[config.mk]
export PLATFORM = sky130hd
export DESIGN_NAME = product_accumulator
export DESIGN_NICKNAME = d
export VERILOG_FILES = /design/src/rtl/product_accumulator.sv
export SDC_FILE = /design/constraint.sdc
export NUM_CORES = 1
export LEC_CHECK = 0
export CAP_MARGIN = 30
export CORE_MARGIN = 3
export CORE_UTILIZATION = 50
export CTS_BUF_LIST = sky130_fd_sc_hd__clkbuf_4 sky130_fd_sc_hd__clkbuf_8 sky130_fd_sc_hd__clkbuf_16
export CTS_CLUSTER_SIZE = 10
export DETAILED_ROUTE_END_ITERATION = 12
export PLACE_DENSITY = 0.75
export SLEW_MARGIN = 20
export SYNTH_ARGS = -nofsm -noshare
export SYNTH_HDL_FRONTEND = slang
export SYNTH_SLANG_ARGS = --single-unit
[constraint.sdc]
create_clock -name clk_i -period 3.15 [get_ports clk_i]
set_input_delay 0.63 -clock clk_i [delete_from_list [all_inputs] [get_ports clk_i]]
set_output_delay 0.63 -clock clk_i [all_outputs]
set_load 0.1 [all_outputs]
[src/rtl/product_accumulator.sv]
// Sums COUNT consecutive accepted unsigned products into an AW-bit result and presents
// it on a held valid/ready port with a sticky wrap-around flag.
module product_accumulator #(
  parameter int unsigned PW    = 16,
  parameter int unsigned AW    = 24,
  parameter int unsigned COUNT = 8
) (
  input  logic          clk_i,
  input  logic          rst_i,
  input  logic          clear_i,
  input  logic          in_valid_i,
  output logic          in_ready_o,
  input  logic [PW-1:0] in_p_i,
  output logic          out_valid_o,
  input  logic          out_ready_i,
  output logic [AW-1:0] out_sum_o,
  output logic          out_ovf_o,
  output logic          busy_o
);

  localparam int unsigned CW = $clog2(COUNT + 1);
  localparam logic [CW-1:0] LastCnt = CW'(COUNT - 1);

  typedef enum logic {StAccum, StHold} state_e;

  state_e          state_q, state_d;
  logic [AW-1:0]   acc_q, acc_d;
  logic [CW-1:0]   cnt_q, cnt_d;
  logic            ovf_q, ovf_d;
  logic            out_valid_q, out_valid_d;
  logic [AW-1:0]   out_sum_q, out_sum_d;
  logic            out_ovf_q, out_ovf_d;

  logic [AW:0]     sum_ext;
  logic            accept;

  // One extra bit captures the carry out of the accumulator's top bit.
  assign sum_ext = {1'b0, acc_q} + {{(AW + 1 - PW){1'b0}}, in_p_i};
  assign accept  = in_valid_i && (state_q == StAccum);

  always_comb begin
    state_d     = state_q;
    acc_d       = acc_q;
    cnt_d       = cnt_q;
    ovf_d       = ovf_q;
    out_valid_d = out_valid_q;
    out_sum_d   = out_sum_q;
    out_ovf_d   = out_ovf_q;
    if (clear_i) begin
      state_d     = StAccum;
      acc_d       = '0;
      cnt_d       = '0;
      ovf_d       = 1'b0;
      out_valid_d = 1'b0;
      out_sum_d   = '0;
      out_ovf_d   = 1'b0;
    end else begin
      unique case (state_q)
        StAccum: begin
          if (accept) begin
            acc_d = sum_ext[AW-1:0];
            ovf_d = ovf_q | sum_ext[AW];
            cnt_d = cnt_q + 1'b1;
            if (cnt_q == LastCnt) begin
              state_d     = StHold;
              out_valid_d = 1'b1;
              out_sum_d   = sum_ext[AW-1:0];
              out_ovf_d   = ovf_q | sum_ext[AW];
            end
          end
        end
        StHold: begin
          // The handshake cycle deliberately accepts no product.
          if (out_ready_i) begin
            state_d     = StAccum;
            out_valid_d = 1'b0;
            acc_d       = '0;
            cnt_d       = '0;
            ovf_d       = 1'b0;
          end
        end
        default: state_d = StAccum;
      endcase
    end
  end

  always_ff @(posedge clk_i) begin
    if (rst_i) begin
      state_q     <= StAccum;
      acc_q       <= '0;
      cnt_q       <= '0;
      ovf_q       <= 1'b0;
      out_valid_q <= 1'b0;
      out_sum_q   <= '0;
      out_ovf_q   <= 1'b0;
    end else begin
      state_q     <= state_d;
      acc_q       <= acc_d;
      cnt_q       <= cnt_d;
      ovf_q       <= ovf_d;
      out_valid_q <= out_valid_d;
      out_sum_q   <= out_sum_d;
      out_ovf_q   <= out_ovf_d;
    end
  end

  assign in_ready_o  = (state_q == StAccum);
  assign out_valid_o = out_valid_q;
  assign out_sum_o   = out_sum_q;
  assign out_ovf_o   = out_ovf_q;
  assign busy_o      = (state_q == StAccum) && (cnt_q != '0);

endmodule

Word level (Yosys, flattened, before mapping)
Index checks and enable logic that the tools add are counted.
W data, S select, Z words.
{ "totals": {"out_inout_bits": 28, "mem_count": 0, "ff_bits": 56, "latchBits": 0, "ram_bits": 0, "rom_bits": 0, "word_cells": 38} }
{ "classes": {"magnitude_cmp": 0, "muxes": 16, "n_shift": 0, "n_bitwise": 2, "n_div": 0, "n_mul": 0, "eq_ne": 4, "n_reduce_logical": 7, "add_sub_neg": 2} }
{ "ops": {"columns": ["cell", "count"], "rows": [
  ["$mux W24", 2],
  ["$pmux W24 S2", 1],
  ["$add A24 B16 Y25", 1],
  ["$mux W4", 2],
  ["$pmux W4 S2", 1],
  ["$mux W1", 7],
  ["$pmux W1 S2", 3],
  ["$reduce_and A3 Y1", 2],
  ["$add A4 B1 Y4 const B", 1],
  ["$eq A4 B3 Y1 const B", 1],
  ["$ne A2 B1 Y1 const B", 2],
  ["$reduce_bool A4 Y1", 1],
  ["$logic_and A1 B1 Y1", 2],
  ["$ne A2 B2 Y1 const B", 1],
  ["$reduce_and A2 Y1", 1],
  ["$reduce_or A2 Y1", 1],
  ["$not A1 Y1", 1],
  ["$or A1 B1 Y1", 1]
]} }

Logic depth before layout (Yosys ltp)
{ "depth": {"ltp_word": 4, "depth_mapped": 11, "depth_no_buf": 10} }

Worst setup path after synthesis
OpenSTA, ideal clock, no wires.
{ "synth_path": {"path_kind": "reg2out", "startpoint": "register cnt_q[0]", "endpoint": "output port busy_o", "path_stages_with_launch": 4, "n_path_buf": 0, "arrival_ns": 2.057, "t_required_ns": 2.520, "path_slack_ns": 0.463, "path_cell_list": "dfxtp_1 inv_1 ha_1 a21oi_1"} }
{ "synth_between": {"elab_chain_len": 2} }
{ "synth_lines": {"columns": ["item", "line", "text"], "rows": [
  ["from (decl)", "28", "logic [CW-1:0] cnt_q, cnt_d;"],
  ["from (signal assigned)", "99", "cnt_q <= cnt_d;"],
  ["$reduce_bool A4 Y1", "111", "assign busy_o = (state_q == StAccum) && (cnt_q != '0);"],
  ["$logic_and A1 B1 Y1", "111", null],
  ["to (decl)", "18", "output logic busy_o"]
]} }
No other way between the ends.

Worst setup path in the final report
{ "layout_path": {"startpoint": "input port in_p_i[0]", "endpoint": "register out_sum_q[16], in the netlist out_sum_o[16]"} }
{ "layout_between": {"elab_chain_len": 1} }
{ "layout_lines": {"columns": ["item", "line", "text"], "rows": [
  ["from (decl)", "13", "input logic [PW-1:0] in_p_i,"],
  ["$add A24 B16 Y25", "38", "assign sum_ext = {1'b0, acc_q} + {{(AW + 1 - PW){1'b0}}, in_p_i};"],
  ["to (signal assigned)", "102", "out_sum_q <= out_sum_d;"],
  ["to (decl)", "31", "logic [AW-1:0] out_sum_q, out_sum_d;"]
]} }
No other way between the ends.
A chain may end at the register's enable or synchronous reset.

==> metrics.md <==
| Metric | Value |
|---|---|
| Outcome | `completed` |
| Seq cells post-synth | `56` |
| Die Width | `approximately 84 um` |
| Total of endpoints with negative setup slack in the final report | `0` |
| Hold bufs inserted after CTS | `0` |
| Clk_skew | `about 0.01 ns` |
| DR iter-0 viols | `roughly 160` |
| Routed via count | `2768` |
| Cell-by-cell listing of the critical path | `clkdlybuf4s50_1 -> ha_1 -> inv_1 -> fa_1 -> nand2b_1 -> a211oi_2 -> o21ai_2 -> a21oi_2 -> a31oi_1 -> buf_4 -> or4_1 -> nand3_1` |
| EDFF count, synth | `0` |
| Height of the die | `83.77 um` |
| Critical path capture point type | `flip-flop` |
| Post-CTS setup repair buffer count | `0` |
| Fraction of registers with async set/reset | `0%` |
| Total number of yosys warnings | `0` |
| Post-synthesis to final-layout area growth | `21.56%` |
| Netlist cell types | `59` |
| Number of filler instances in the final layout | `between 500 and 600` |
| Count of antenna diodes in the layout | `0` |
| Maximum capacitance violations | `0` |
| Slew @ Worst Pin | `~0.63 ns` |
| Post-route standard cell area excluding fillers | `~0.0037 mm^2` |
| Cell with the biggest individual delay on the critical path | `sky130_fd_sc_hd__clkdlybuf4s50_1` |
| DRC violations left | `0` |
| Critical Path RT | `3.40 ns` |
| Clock tree from TritonCTS | `built` |
| Congestion Overflow GR | `0` |
| First-pass GRT wire length | `12090 um` |
| Number of nets with antenna violations after routing | `0` |
| Sequential-to-total area share from yosys stat | `a little under two fifths` |
| Sum of routed wire length over all layers | `7174 um` |
| Path type of the worst setup path | `input port to flip-flop` |
| Netlist area before placement | `slightly above 0.003 mm^2` |
| Cell row count | `27` |
| Tmin final | `slightly below 3 ns` |
| Vias in the first global route | `approximately 2700` |
| Largest fanout on the critical path | `8` |
| Global placer's final weighted congestion | `just over 0.8` |
| Clock-pin transition on the worst setup and hold timing paths | `roughly 0.10 ns` |
| Maximum operating frequency | `0.3354 GHz` |
| Number of instances in the synthesized netlist | `around 360` |
| Placement-stage cell area | `0.003580 mm^2` |
| Starting density of the core | `53.28%` |
| Deepest clock path buffer count | `2` |
| Number of top-level pins | `49` |
| Final hold viol count | `0` |
| Startpoint kind of the worst setup timing path | `input port` |
| Portion of the clock cycle consumed by the worst path in the final layout | `a little over nine tenths` |
| Die Footprint | `0.007017 mm^2` |
| Initial antenna violation count | `0` |
| Class of the tightest hold or removal check | `flip-flop to flip-flop` |
| RSZ-0062 raised after global routing | `no` |
| Slew Limit Fails | `0` |
| Post-synth net total | `~400` |
| Final core area utilization | `about two thirds` |
| Gates resized, CTS repair | `0` |
| Top area cells in the synthesized netlist | `sky130_fd_sc_hd__dfxtp_1 (37%), sky130_fd_sc_hd__ha_1 (7.4%), sky130_fd_sc_hd__nand2_1 (5.1%)` |
| Highest ir drop seen on vdd | `between 0.2 and 0.3 mV` |
| Share of layout cells above drive strength 1 | `16.99%` |
| Syn avg cell area | `approximately 8.5 um^2` |
| Number of levels in the clock H-tree | `2` |
| Post-DP HPWL | `between 5000 and 6000 um` |
| Top cell family by delay on the critical path | `buffers and inverters` |
| Post-detailed-route wirelength per cell | `14.82 um` |
| Sinks on the clock net | `between 50 and 60` |
| Top cells by count, synth | `sky130_fd_sc_hd__dfxtp_1 (56), sky130_fd_sc_hd__nand2_1 (41), sky130_fd_sc_hd__nor2_1 (35)` |
| Net count, final | `452` |
| Most common cell in the synthesized netlist | `sky130_fd_sc_hd__dfxtp_1` |
| Pwr Density | `372.6 mW/mm^2` |
| Setup Total Neg Slack | `0 ns` |
| Arr. time, crit path | `between 3 and 4 ns` |
| Area taken by flip-flops and latches | `between 0.001 and 0.0015 mm^2` |
| Clock buffer count from CTS | `5` |
| Overall routing resource usage | `roughly a fifth` |
| Drt via density | `~5.7` |
| Max-slew headroom | `a little under 60%` |
| Maximum single-stage delay on the critical path | `approximately 0.46 ns` |
| Overall power of the completed layout | `between 1000 and 1500 uW` |
| Share of Yosys cell area claimed by the top area cell type | `between 30% and 40%` |
| WP buf/inv | `3` |
| Detailed Routing Iterations Pass 1 | `4` |
| IO buf count | `48` |
| Main flop type after synthesis | `sky130_fd_sc_hd__dfxtp_1` |
| Cell taking the most area after synthesis | `sky130_fd_sc_hd__dfxtp_1` |
| Static leakage power | `0.001542 uW` |
| Root buf cell | `sky130_fd_sc_hd__clkbuf_8` |
| Floorplan core area | `around 0.0057 mm^2` |
| Later-pin clock latency in the skew report | `~0.31 ns` |
| Maximum number of pins on one net before global-route repair | `30` |
| Total area of multi-input combinational cells | `~0.0018 mm^2` |
stage by stage:
stage	worst slack, ns	instances	hold slack (ns)
after global routing	0.002601	484	0.4781
after CTS	0.1374	484	0.4613
after global placement	-0.1146	477	0.4417
after floorplan	0.4625	357	0.4257
after detailed placement	-0.1860	477	0.4469
final	0.1685	484	0.4592
routing by layer:
| metal | wire length, um | vias up | part of all wire, % | track usage, % |
|---|---|---|---|---|
| met3 | 297 | 6 | 4.1 | 3.653 |
| li1 | - | 1420 | - | - |
| met5 | 0 | - | 0 | 0 |
| met4 | 47 | 0 | 0.66 | 5.556 |
| met1 | 3233 | 1292 | 45 | 24.47 |
| met2 | 3595 | 50 | 50 | 37.82 |
layout make-up:
| class | instances | share of cell area (%) |
|---|---|---|
| clock buffers | 7 | 2.621 |
| multi-input cells | 278 | 49.18 |
| inverters | 6 | 0.6127 |
| repair buffers | 65 | 14.64 |
| well taps | 72 | 2.451 |
| flip-flops and latches | 56 | 30.50 |
worst min-delay path: stages, from the launching register on:
cell and delay [ns]:
sky130_fd_sc_hd__dfxtp_1 0.32, sky130_fd_sc_hd__nand2_1 0.05, sky130_fd_sc_hd__a21oi_1 0.05
sequential cells by signal, indices dropped and copies added, names as in the netlist:
| register | flops |
|---|---|
| acc_q | 24 |
| out_sum_o | 24 |
| cnt_q | 4 |
| out_ovf_o | 1 |
| out_valid_o | 1 |
| ovf_q | 1 |
| state_q | 1 |
cells by family (layout without fill, tap and decap cells):
kind of cell	Yosys count	after routing	synth area share, %
adder cells (fa/ha/maj)	19	19	8.109
buffers and inverters	23	78	3.145
multiplexers	1	1	0.3310
flip-flops	56	56	37.07
AND/OR/NAND/NOR	129	129	20.77
AO/OA/AOI/OAI	113	113	25.94
XOR/XNOR	16	16	4.634
worst paths after layout:
path	startpoint	to	slack, ns	depth (start not counted)
max	in_p_i[0]	out_sum_o[16]	0.17	12
min	out_sum_o[0]	out_sum_o[0]	0.46	2
max reg2reg	acc_q[0]	out_sum_o[16]	0.60	11
min reg2reg	out_sum_o[0]	out_sum_o[0]	0.46	2
power breakdown:
part,internal (uW),total (uW),switching (uW)
combinational,99.0,221,122
clock,197,425,228
sequential,717,724,6.20
layout by cell type, fill, tap and decap left out, drive strengths merged, types with 2 or more instances in the layout:
cell,netlist,layout
and2,3,3
buf,6,45
or3,2,2
a21oi,31,31
inv,6,6
nand3,13,13
nand4,6,6
o41ai,2,2
clkbuf,11,7
o311ai,3,3
a21o,10,10
xor2,5,5
a22oi,8,8
a31oi,6,6
o31ai,5,5
and3,8,8
a311oi,2,2
clkdlybuf4s50,0,20
ha,18,18
nor3,3,3
o21ai,20,20
or4,3,3
dfxtp,56,56
a22o,5,5
xnor2,11,11
o2bb2ai,3,3
a211oi,8,8
nand2,42,42
nand2b,8,8
nor2,35,35
No activity file was read; power rests on OpenSTA's default activity.
